`src/rtl/sccpu_pkg.sv`:
```
// Shared sccpu control definitions: opcodes, functs, ALU codes, FSM state and mux encodings.
// Latency: none, this package holds only constants and types.
// Backpressure: none, this package holds only constants and types.
package sccpu_pkg;

  // Primary opcodes
  localparam logic [5:0] OP_RTYPE = 6'b000000;
  localparam logic [5:0] OP_J     = 6'b000010;
  localparam logic [5:0] OP_JAL   = 6'b000011;
  localparam logic [5:0] OP_BEQ   = 6'b000100;
  localparam logic [5:0] OP_BNE   = 6'b000101;
  localparam logic [5:0] OP_ADDI  = 6'b001000;
  localparam logic [5:0] OP_ANDI  = 6'b001100;
  localparam logic [5:0] OP_ORI   = 6'b001101;
  localparam logic [5:0] OP_XORI  = 6'b001110;
  localparam logic [5:0] OP_LUI   = 6'b001111;
  localparam logic [5:0] OP_LW    = 6'b100011;
  localparam logic [5:0] OP_SW    = 6'b101011;

  // R-type funct codes
  localparam logic [5:0] FN_SLL = 6'b000000;
  localparam logic [5:0] FN_SRL = 6'b000010;
  localparam logic [5:0] FN_SRA = 6'b000011;
  localparam logic [5:0] FN_JR  = 6'b001000;
  localparam logic [5:0] FN_ADD = 6'b100000;
  localparam logic [5:0] FN_SUB = 6'b100010;
  localparam logic [5:0] FN_AND = 6'b100100;
  localparam logic [5:0] FN_OR  = 6'b100101;
  localparam logic [5:0] FN_XOR = 6'b100110;

  // al_unit operation codes
  localparam logic [3:0] ALUC_ADD = 4'b0000;
  localparam logic [3:0] ALUC_SUB = 4'b0100;
  localparam logic [3:0] ALUC_AND = 4'b0001;
  localparam logic [3:0] ALUC_OR  = 4'b0101;
  localparam logic [3:0] ALUC_XOR = 4'b0010;
  localparam logic [3:0] ALUC_LUI = 4'b0110;
  localparam logic [3:0] ALUC_SLL = 4'b0011;
  localparam logic [3:0] ALUC_SRL = 4'b0111;
  localparam logic [3:0] ALUC_SRA = 4'b1111;

  // PC source and register-destination mux selects
  localparam logic [1:0] PCSRC_SEQ  = 2'b00;
  localparam logic [1:0] PCSRC_BR   = 2'b01;
  localparam logic [1:0] PCSRC_JMP  = 2'b10;
  localparam logic [1:0] PCSRC_JR   = 2'b11;
  localparam logic [1:0] REGDST_RT  = 2'b00;
  localparam logic [1:0] REGDST_RD  = 2'b01;
  localparam logic [1:0] REGDST_R31 = 2'b10;

  typedef enum logic [2:0] {
    S_IF  = 3'd0,
    S_ID  = 3'd1,
    S_EXE = 3'd2,
    S_MEM = 3'd3,
    S_WB  = 3'd4
  } state_e;

  // Instruction classes: what decides the FSM path after ID
  typedef enum logic [3:0] {
    CL_ILL, CL_RALU, CL_JR, CL_IALU, CL_LW, CL_SW, CL_BEQ, CL_BNE, CL_J, CL_JAL
  } iclass_e;

endpackage

```
`src/rtl/cu_decode.sv`:
```
// Instruction decoder: op/func -> class, ALU op and operand-select controls.
// Latency: purely combinational, zero cycles.
// Backpressure: none; outputs track the IR fields continuously.
module cu_decode
  import sccpu_pkg::*;
(
  input  logic [5:0] op_i,
  input  logic [5:0] func_i,
  output iclass_e    cls_o,
  output logic [3:0] aluc_o,
  output logic       sext_o,
  output logic       aluimm_o,
  output logic       shift_o,
  output logic       illegal_o
);

  // Map every supported encoding to its class and ALU controls; anything else is illegal
  always_comb begin
    cls_o    = CL_ILL;
    aluc_o   = ALUC_ADD;
    sext_o   = 1'b0;
    aluimm_o = 1'b0;
    shift_o  = 1'b0;
    case (op_i)
      OP_RTYPE: begin
        case (func_i)
          FN_ADD: begin cls_o = CL_RALU; aluc_o = ALUC_ADD; end
          FN_SUB: begin cls_o = CL_RALU; aluc_o = ALUC_SUB; end
          FN_AND: begin cls_o = CL_RALU; aluc_o = ALUC_AND; end
          FN_OR:  begin cls_o = CL_RALU; aluc_o = ALUC_OR;  end
          FN_XOR: begin cls_o = CL_RALU; aluc_o = ALUC_XOR; end
          FN_SLL: begin cls_o = CL_RALU; aluc_o = ALUC_SLL; shift_o = 1'b1; end
          FN_SRL: begin cls_o = CL_RALU; aluc_o = ALUC_SRL; shift_o = 1'b1; end
          FN_SRA: begin cls_o = CL_RALU; aluc_o = ALUC_SRA; shift_o = 1'b1; end
          FN_JR:  cls_o = CL_JR;
          default: cls_o = CL_ILL;
        endcase
      end
      OP_ADDI: begin cls_o = CL_IALU; aluc_o = ALUC_ADD; aluimm_o = 1'b1; sext_o = 1'b1; end
      OP_ANDI: begin cls_o = CL_IALU; aluc_o = ALUC_AND; aluimm_o = 1'b1; end
      OP_ORI:  begin cls_o = CL_IALU; aluc_o = ALUC_OR;  aluimm_o = 1'b1; end
      OP_XORI: begin cls_o = CL_IALU; aluc_o = ALUC_XOR; aluimm_o = 1'b1; end
      OP_LUI:  begin cls_o = CL_IALU; aluc_o = ALUC_LUI; aluimm_o = 1'b1; end
      OP_LW:   begin cls_o = CL_LW;   aluc_o = ALUC_ADD; aluimm_o = 1'b1; sext_o = 1'b1; end
      OP_SW:   begin cls_o = CL_SW;   aluc_o = ALUC_ADD; aluimm_o = 1'b1; sext_o = 1'b1; end
      OP_BEQ:  begin cls_o = CL_BEQ;  aluc_o = ALUC_SUB; sext_o = 1'b1; end
      OP_BNE:  begin cls_o = CL_BNE;  aluc_o = ALUC_SUB; sext_o = 1'b1; end
      OP_J:    cls_o = CL_J;
      OP_JAL:  cls_o = CL_JAL;
      default: cls_o = CL_ILL;
    endcase
    illegal_o = (cls_o == CL_ILL);
  end

endmodule

```
`src/rtl/mc_control_unit.sv`:
```
// Multicycle sccpu control: IF/ID/EXE/MEM/WB sequencing, datapath strobes, retire counter.
// Latency (mem_rdy=1): j/jal/jr 2, beq/bne 3, ALU and sw 4, lw 5 cycles; stalls add cycles.
// Backpressure: holds IF/MEM while mem_rdy=0; optional timeout aborts with a cu_bus_err pulse.
module mc_control_unit
  import sccpu_pkg::*;
#(
  parameter int INSTRET_W   = 32,
  parameter int MEM_TIMEOUT = 0
) (
  input  logic                 clk,
  input  logic                 rst_n,
  input  logic [5:0]           ir_op,
  input  logic [5:0]           ir_func,
  input  logic                 alu_zero,
  input  logic                 mem_rdy,
  output logic [3:0]           cu_aluc,
  output logic                 cu_pcwr,
  output logic [1:0]           cu_pcsrc,
  output logic                 cu_irwr,
  output logic                 cu_memrd,
  output logic                 cu_memwr,
  output logic                 cu_regwr,
  output logic [1:0]           cu_regdst,
  output logic                 cu_m2reg,
  output logic                 cu_aluimm,
  output logic                 cu_shift,
  output logic                 cu_sext,
  output logic                 cu_jal,
  output logic                 cu_illegal,
  output logic                 cu_bus_err,
  output logic [2:0]           cu_state,
  output logic [INSTRET_W-1:0] cu_instret
);

  localparam logic                 TO_EN     = (MEM_TIMEOUT != 0);
  localparam logic [31:0]          WAIT_LAST = 32'(MEM_TIMEOUT - 1);
  localparam logic [INSTRET_W-1:0] RET_ONE   = INSTRET_W'(1);

  state_e                 state_q, state_d;
  logic [31:0]            wait_q, wait_d;
  logic [INSTRET_W-1:0]   instret_q, instret_d;
  logic                   retire;
  logic                   timeout;
  logic                   waiting;

  iclass_e                cls;
  logic [3:0]             dec_aluc;
  logic                   dec_sext, dec_aluimm, dec_shift, dec_illegal;

  cu_decode u_decode (
    .op_i      (ir_op),
    .func_i    (ir_func),
    .cls_o     (cls),
    .aluc_o    (dec_aluc),
    .sext_o    (dec_sext),
    .aluimm_o  (dec_aluimm),
    .shift_o   (dec_shift),
    .illegal_o (dec_illegal)
  );

  // A memory wait expires on its last allowed cycle unless mem_rdy arrives that same cycle
  assign waiting = (state_q == S_IF || state_q == S_MEM) && !mem_rdy;
  assign timeout = TO_EN && waiting && (wait_q == WAIT_LAST);

  // State, wait counter and retire counter registers
  always_ff @(posedge clk or negedge rst_n) begin
    if (!rst_n) begin
      state_q   <= S_IF;
      wait_q    <= '0;
      instret_q <= '0;
    end else begin
      state_q   <= state_d;
      wait_q    <= wait_d;
      instret_q <= instret_d;
    end
  end

  // Wait counter: counts stalled IF/MEM cycles, restarts on any state change or timeout
  always_comb begin
    wait_d = wait_q;
    if (state_d != state_q || timeout) wait_d = '0;
    else if (waiting)                  wait_d = wait_q + 32'd1;
    instret_d = retire ? instret_q + RET_ONE : instret_q;
  end

  // Next state and datapath strobes; everything forced low while reset is asserted
  always_comb begin
    state_d    = state_q;
    retire     = 1'b0;
    cu_aluc    = ALUC_ADD;
    cu_pcwr    = 1'b0;
    cu_pcsrc   = PCSRC_SEQ;
    cu_irwr    = 1'b0;
    cu_memrd   = 1'b0;
    cu_memwr   = 1'b0;
    cu_regwr   = 1'b0;
    cu_regdst  = REGDST_RT;
    cu_m2reg   = 1'b0;
    cu_aluimm  = 1'b0;
    cu_shift   = 1'b0;
    cu_sext    = 1'b0;
    cu_jal     = 1'b0;
    cu_illegal = 1'b0;
    cu_bus_err = 1'b0;
    case (state_q)
      S_IF: begin
        cu_memrd = 1'b1;
        if (mem_rdy) begin
          cu_irwr = 1'b1;
          cu_pcwr = 1'b1;
          state_d = S_ID;
        end else if (timeout) begin
          cu_bus_err = 1'b1;
        end
      end
      S_ID: begin
        state_d = S_IF;
        case (cls)
          CL_J:   begin cu_pcwr = 1'b1; cu_pcsrc = PCSRC_JMP; retire = 1'b1; end
          CL_JAL: begin
            cu_pcwr = 1'b1; cu_pcsrc = PCSRC_JMP; cu_regwr = 1'b1;
            cu_regdst = REGDST_R31; cu_jal = 1'b1; retire = 1'b1;
          end
          CL_JR:  begin cu_pcwr = 1'b1; cu_pcsrc = PCSRC_JR; retire = 1'b1; end
          CL_ILL: cu_illegal = dec_illegal;
          default: state_d = S_EXE;
        endcase
      end
      S_EXE: begin
        cu_aluc   = dec_aluc;
        cu_sext   = dec_sext;
        cu_aluimm = dec_aluimm;
        cu_shift  = dec_shift;
        case (cls)
          CL_BEQ, CL_BNE: begin
            if ((cls == CL_BEQ) == alu_zero) begin
              cu_pcwr  = 1'b1;
              cu_pcsrc = PCSRC_BR;
            end
            retire  = 1'b1;
            state_d = S_IF;
          end
          CL_LW, CL_SW: state_d = S_MEM;
          default:      state_d = S_WB;
        endcase
      end
      S_MEM: begin
        // Effective address stays on the ALU for the whole access
        cu_aluc   = ALUC_ADD;
        cu_sext   = dec_sext;
        cu_aluimm = dec_aluimm;
        if (cls == CL_LW) cu_memrd = 1'b1;
        if (cls == CL_SW) cu_memwr = !timeout;
        if (mem_rdy) begin
          state_d = (cls == CL_LW) ? S_WB : S_IF;
          retire  = (cls != CL_LW);
        end else if (timeout) begin
          cu_bus_err = 1'b1;
          state_d    = S_IF;
        end
      end
      S_WB: begin
        cu_regwr  = 1'b1;
        cu_regdst = (cls == CL_RALU) ? REGDST_RD : REGDST_RT;
        cu_m2reg  = (cls == CL_LW);
        retire    = 1'b1;
        state_d   = S_IF;
      end
      default: state_d = S_IF;
    endcase
    cu_state = state_q;
    if (!rst_n) begin
      cu_aluc    = '0;
      cu_pcwr    = 1'b0;
      cu_pcsrc   = '0;
      cu_irwr    = 1'b0;
      cu_memrd   = 1'b0;
      cu_memwr   = 1'b0;
      cu_regwr   = 1'b0;
      cu_regdst  = '0;
      cu_m2reg   = 1'b0;
      cu_aluimm  = 1'b0;
      cu_shift   = 1'b0;
      cu_sext    = 1'b0;
      cu_jal     = 1'b0;
      cu_illegal = 1'b0;
      cu_bus_err = 1'b0;
      cu_state   = S_IF;
    end
  end

  assign cu_instret = instret_q;

endmodule

```
`config.mk`:
```
export PLATFORM = sky130hd
export DESIGN_NAME = mc_control_unit
export DESIGN_NICKNAME = d
export VERILOG_FILES = /design/src/rtl/sccpu_pkg.sv /design/src/rtl/cu_decode.sv /design/src/rtl/mc_control_unit.sv
export SDC_FILE = /design/constraint.sdc
export NUM_CORES = 1
export LEC_CHECK = 0
export ABC_AREA = 0
export BUFFER_PORTS_ARGS = -buffer_cell sky130_fd_sc_hd__buf_2
export CAP_MARGIN = 20
export CORE_ASPECT_RATIO = 0.7
export CORE_MARGIN = 1.5
export CORE_UTILIZATION = 40
export CTS_CLUSTER_SIZE = 28
export DETAILED_ROUTE_END_ITERATION = 8
export SETUP_SLACK_MARGIN = 0.15
export SLEW_MARGIN = 20
export SYNTH_ARGS = -nofsm -noshare
export SYNTH_HDL_FRONTEND = slang
export SYNTH_HIERARCHICAL = 1
export SYNTH_SLANG_ARGS = --single-unit
```
`constraint.sdc`:
```
create_clock -name clk -period 4.05 [get_ports clk]
set_input_delay 0.2025 -clock clk [delete_from_list [all_inputs] [get_ports clk]]
set_output_delay 0.2025 -clock clk [all_outputs]
set_load 0.05 [all_outputs]
```
# Word-level counts from Yosys, hierarchy flattened
# Index checks and enable logic that the tools add are counted.
[totals] word_cells=114 output_inout_bits=55 reg_bits=35
[op_classes] mux=59 n_reduce_logical=17 n_addsub=1 n_eq_ne=35
[op_table] op="$eq A6 B6 Y1 const B" n=7
[op_table] op="$eq A6 B4 Y1 const B" n=6
[op_table] op="$mux W1" n=36
[op_table] op="$add A32 B1 Y32 const B" n=1
[op_table] op="$pmux W4 S8" n=1
[op_table] op="$pmux W4 S7" n=1
[op_table] op="$eq A6 B2 Y1 const B" n=4
[op_table] op="$pmux W4 S6" n=1
[op_table] op="$eq A4 B3 Y1 const B" n=4
[op_table] op="$pmux W2 S2" n=4
[op_table] op="$eq A6 B3 Y1 const B" n=2
[op_table] op="$logic_not A6 Y1" n=2
[op_table] op="$mux W3" n=4
[op_table] op="$pmux W3 S4" n=1
[op_table] op="$reduce_or A2 Y1" n=5
[op_table] op="$reduce_or A5 Y1" n=2
[op_table] op="$eq A4 B4 Y1 const B" n=2
[op_table] op="$mux W2" n=4
[op_table] op="$mux W4" n=2
[op_table] op="$reduce_or A8 Y1" n=1
[op_table] op="$reduce_or A7 Y1" n=1
[op_table] op="$eq A3 B2 Y1 const B" n=2
[op_table] op="$pmux W3 S2" n=1
[op_table] op="$reduce_or A3 Y1" n=2
[op_table] op="14 further kinds" n=16

# Depth between registers and ports, before layout
[logic_depth] depth_word=10 ltp_mapped=11 mapped_depth_nobuf=9

# Modules after synthesis
# Netlist, hierarchy kept.
[modules_own_cells] mod="mc_control_unit" cells_per_inst=231 area_per_inst_um2=2174.6 instances=1
[modules_own_cells] mod="cu_decode" cells_per_inst=62 area_per_inst_um2=407.9 instances=1

# Worst setup path after synthesis
# Ideal clock, no wire load.
[synth_timing] path_kind="in2out" start="input ir_op[2]" end="output cu_regwr" path_slack_ns=0.458 t_arrival_ns=3.390 n_path_buf=1 cell_stages=8 t_required_ns=3.848 path_cell_list="buf_6 > nor2_1 > nand2_1 > nand3b_1 > o21ai_0 > nand2b_1 > nor4_1 > a21o_1"
[synth_via] elab_chain_cells=7 elab_cells_between_ends=18 classes_between="eq/ne: 12; mux: 4; reduce/logical: 2"
[synth_rtl] item="start: declaration" line_no="mc_control_unit.sv:12" source="input logic [5:0] ir_op,"
[synth_rtl] item="$eq A6 B4 Y1" line_no="cu_decode.sv:24" source="case (op_i)"
[synth_rtl] item="$reduce_or A5 Y1 (no source line)"
[synth_rtl] item="$pmux W4 S8 *" line_no="cu_decode.sv:24"
[synth_rtl] item="net cls[0]" line_no="mc_control_unit.sv:46" source="iclass_e cls;"
[synth_rtl] item="$eq A4 B4 Y1 *" line_no="mc_control_unit.sv:118" source="case (cls)"
[synth_rtl] item="$mux W1 *" line_no="mc_control_unit.sv:118"
[synth_rtl] item="$pmux W1 S2 *" line_no="mc_control_unit.sv:105" source="case (state_q)"
[synth_rtl] item="$mux W1 *" line_no="mc_control_unit.sv:172" source="if (!rst_n) begin"
[synth_rtl] item="end: declaration" line_no="mc_control_unit.sv:22" source="output logic cu_regwr,"
# The timed path passes the listed nets; every way through them passes the cells marked *.

# Final worst setup path
[layout_timing] start="input ir_op[1]" end="output cu_memrd"
[layout_via] elab_chain_cells=7 elab_cells_between_ends=18 classes_between="eq/ne: 12; mux: 4; reduce/logical: 2"
[layout_rtl] item="$eq A6 B4 Y1" line_no="cu_decode.sv:24"
[layout_rtl] item="$reduce_or A5 Y1 (no source line)"
[layout_rtl] item="$pmux W4 S8 *" line_no="cu_decode.sv:24"
[layout_rtl] item="net cls[2]" line_no="mc_control_unit.sv:46"
[layout_rtl] item="$eq A4 B3 Y1 *" line_no="mc_control_unit.sv:152" source="if (cls == CL_LW) cu_memrd = 1'b1;"
[layout_rtl] item="$mux W1 *" line_no="mc_control_unit.sv:152"
[layout_rtl] item="$pmux W1 S2 *" line_no="mc_control_unit.sv:105"
[layout_rtl] item="$mux W1 *" line_no="mc_control_unit.sv:172"
[layout_rtl] item="end: declaration" line_no="mc_control_unit.sv:20" source="output logic cu_memrd,"
# Marked as above.

==> impl_metrics.csv <==
group,metric,value,unit
global_routing,grtUsageTotal,19.82,%
cells_and_area,nNetsFinal,377,
sta,slew_violations,0,
run_status,status,"finished clean",
cts,numCtsBuffers,5,
global_routing,grt_pass1_vias,2215,
die,die_y,70.23,µm
logic_synthesis,synth-edff-count,0,
cts,cts_tree,"yes",
placement,io_buffers,69,
global_routing,grt_max_degree,26,
cells_and_area,regArea,875.8,µm²
drt,drc,0,
sta,setup_tns,0,ns
cts,cts_root_buf,"clkbuf_8",
drt,vias,2409,
pwr,powerDensity,351.2,mW/mm²
logic_synthesis,ys_async_sr_fraction,100.0,%
sta,slew_headroom,52.42,%
logic_synthesis,synth_top_area_cell,"dfrtp_1",
global_routing,antenna_found_initial,0,
sta,max_clock_freq,365.8,MHz
cts,htree_num_levels,2,
cells_and_area,stdcell_count,439,
logic_synthesis,netlist_area,0.002582,mm²
cts,clock_latency,0.28,ns
sta,timing.final.crit_share,67.50,%
logic_synthesis,syn_avg_cell_area,8.814,µm²
cells_and_area,drive_gt1_share,27.70,%
drt,ant_nets,0,
logic_synthesis,yosysMostFrequentCell,"dfrtp_1",
worst_setup_path,worstPathArrival,2.53,ns
sta,timing_hold_violations_final,0,
logic_synthesis,yosys_register_bits,35,
flow_run,max_cap_violations,0,
cts,cts_resized,0,
logic_synthesis,synth.distinct_cells,60,
logic_synthesis,synth_top_area_share,33.91,%
die,pin_count,71,
sta,rsz0062_at_grt,"no",
sta,finalSetupViolations,0,
logic_synthesis,synthFlopType,"dfrtp_1",
drt,drtIter0Drc,145,
cts,clk_pin_slew,0.08,ns
logic_synthesis,synth_warnings,6,
worst_setup_path,required,3.85,ns
cts,post-cts-setup-buffer-count,0,
logic_synthesis,yosysSeqAreaShare,33.91,%
cells_and_area,fill_cells,611,
die,die_w,99.04,µm
placement,place_congestion,0.8962,
logic_synthesis,synthTopCellsByArea,"dfrtp_1 (34%), xor2_1 (6.4%), xnor2_1 (4.7%)",
drt,routed_wl,6685,µm
global_routing,grt_pass1_wl,11160,µm
worst_setup_path,crit_type,"input port to output pin",
die,initial_utilization,41.35,%
die,dieArea,0.006955,mm²
drt,wl_per_cell,15.23,µm
hold_path,min_path_type,"input port to flip-flop",
pwr,ir_drop,0.0002507,V
placement,dp.cells,430,
cells_and_area,multi_input_comb_area,0.001578,mm²
sta,tightestPinTransition,0.7082,ns
worst_setup_path,crit_fanout,8,
drt,firstDrtPassIters,4,
logic_synthesis,syn_nets,310,
worst_setup_path,endpoint_kind,"output pin",
global_routing,grt_overflow,0,
sta,finClkSkew,0.006733,ns
drt,via_per_inst,5.487,
logic_synthesis,synth_cells,293,
die,core_area,0.006246,mm²
die,fp-row-count,24,
cells_and_area,syn_to_final_growth,17.83,%
cells_and_area,postLayoutCoreUtil,48.72,%
cells_and_area,n_antenna_cell,0,
logic_synthesis,ys_top_cells_by_count,"dfrtp_1 (35), nand2_1 (25), nor2_1 (24)",
worst_setup_path,worst_setup_path_start_kind,"input port",
placement,dp_hpwl,5074,µm
cts,cts_sinks,35,
sta,min_period,2.734,ns
pwr,power_leakage,1.389,nW
cts,clockBufferDepth,2,
==> per-stage QoR <==
step	setup WS [ns]	power [W]	hold slack [ns]	cell area, µm²
floorplan	0.4579	0.0007367	-0.09309	2582
global placement	1.037	0.0008207	0.1520	2943
detailed placement	0.9044	0.0008237	0.1592	2943
CTS	1.201	0.001070	0.2211	3037
global route	1.053	0.001130	0.2361	3043
finish	1.316	0.001069	0.2226	3043
==> area by class of cell <==
| type | instances | area share [%] |
|---|---|---|
| well taps | 78 | 3.207 |
| clock buffers | 5 | 2.262 |
| repair buffers | 71 | 11.92 |
| flip-flops and latches | 35 | 28.78 |
| clock inverters | 3 | 0.4934 |
| multi-input cells | 235 | 51.85 |
| inverters | 12 | 1.480 |
==> report_power, final <==
| group | switching [W] | leakage, nW | internal, W | total, W |
|---|---|---|---|---|
| Combinational | 0.000277 | 0.889 | 0.000102 | 0.000379 |
| Sequential | 0.0000606 | 0.452 | 0.000381 | 0.000442 |
| Clock | 0.000130 | 0.0477 | 0.000118 | 0.000248 |
==> cells by family (layout without fill, tap and decap cells) <==
logic type,Yosys count,count (layout),synth area share [%]
simple gates,160,160,37.50
fa+ha+maj,1,1,0.4844
compound gates,39,39,11.14
mux,1,1,0.3876
flops,35,35,33.91
other cells,1,1,0.1452
buf+inv,23,91,5.232
xor+xnor,33,33,11.19
==> layout by cell type (no fill, tap or decap), drive strengths merged, types with 2 or more instances in the layout <==
cell	Yosys	final
a21o	2	2
a21oi	6	6
a22oi	2	2
a31oi	2	2
and2	11	11
and3	8	8
buf	10	70
clkbuf	1	5
clkinv	0	3
dfrtp	35	35
inv	12	12
nand2	25	25
nand2b	5	5
nand3	22	22
nand4	14	14
nor2	24	24
nor2b	7	7
nor3	11	11
nor3b	2	2
nor4	13	13
nor4b	7	7
o211a	3	3
o21a	2	2
o21ai	8	8
o221ai	2	2
o22ai	2	2
or3	3	3
xnor2	14	14
xor2	19	19
==> metal layers <==
metal | global-route usage, % | vias up | part of all wire, %
met5 | 0 | - | 0
met4 | 2.381 | 0 | 0.13
li1 | - | 1197 | -
met2 | 25.75 | 72 | 39
met1 | 32.89 | 1138 | 55
met3 | 4.805 | 2 | 6.5
==> final timing paths <==
check	start	endpoint	slack (ns)	cells past startpoint
max	ir_op[1]	cu_memrd	1.32	9
min	mem_rdy	state_q[0]$_DFFE_PN0P_	0.22	2
max reg2reg	state_q[0]$_DFFE_PN0P_	cu_instret[14]$_DFFE_PN0P_	1.88	5
min reg2reg	cu_instret[31]$_DFFE_PN0P_	cu_instret[31]$_DFFE_PN0P_	0.46	1
max in group asynchronous	rst_n	cu_instret[2]$_DFFE_PN0P_	3.00	3
min in group asynchronous	rst_n	cu_instret[29]$_DFFE_PN0P_	0.38	2
==> critical path, cell delays in order <==
cell      delay, ns
buf_2          0.14
or4b_1         0.52
a21o_1         0.21
inv_1          0.11
nand2b_1       0.13
nor3_1         0.57
nand3_1        0.18
a21oi_1        0.18
buf_2          0.28
==> registers in the layout, indices dropped and copies added (netlist names) <==
name and flops:
cu_instret 32, state_q 3
==> what timing repair did <==
item	4_1_cts	5_1_grt
hold endpoints to repair	13	0
setup endpoints to repair	0	0
hold buffers	1	0
(Power assumes the default switching activity.)
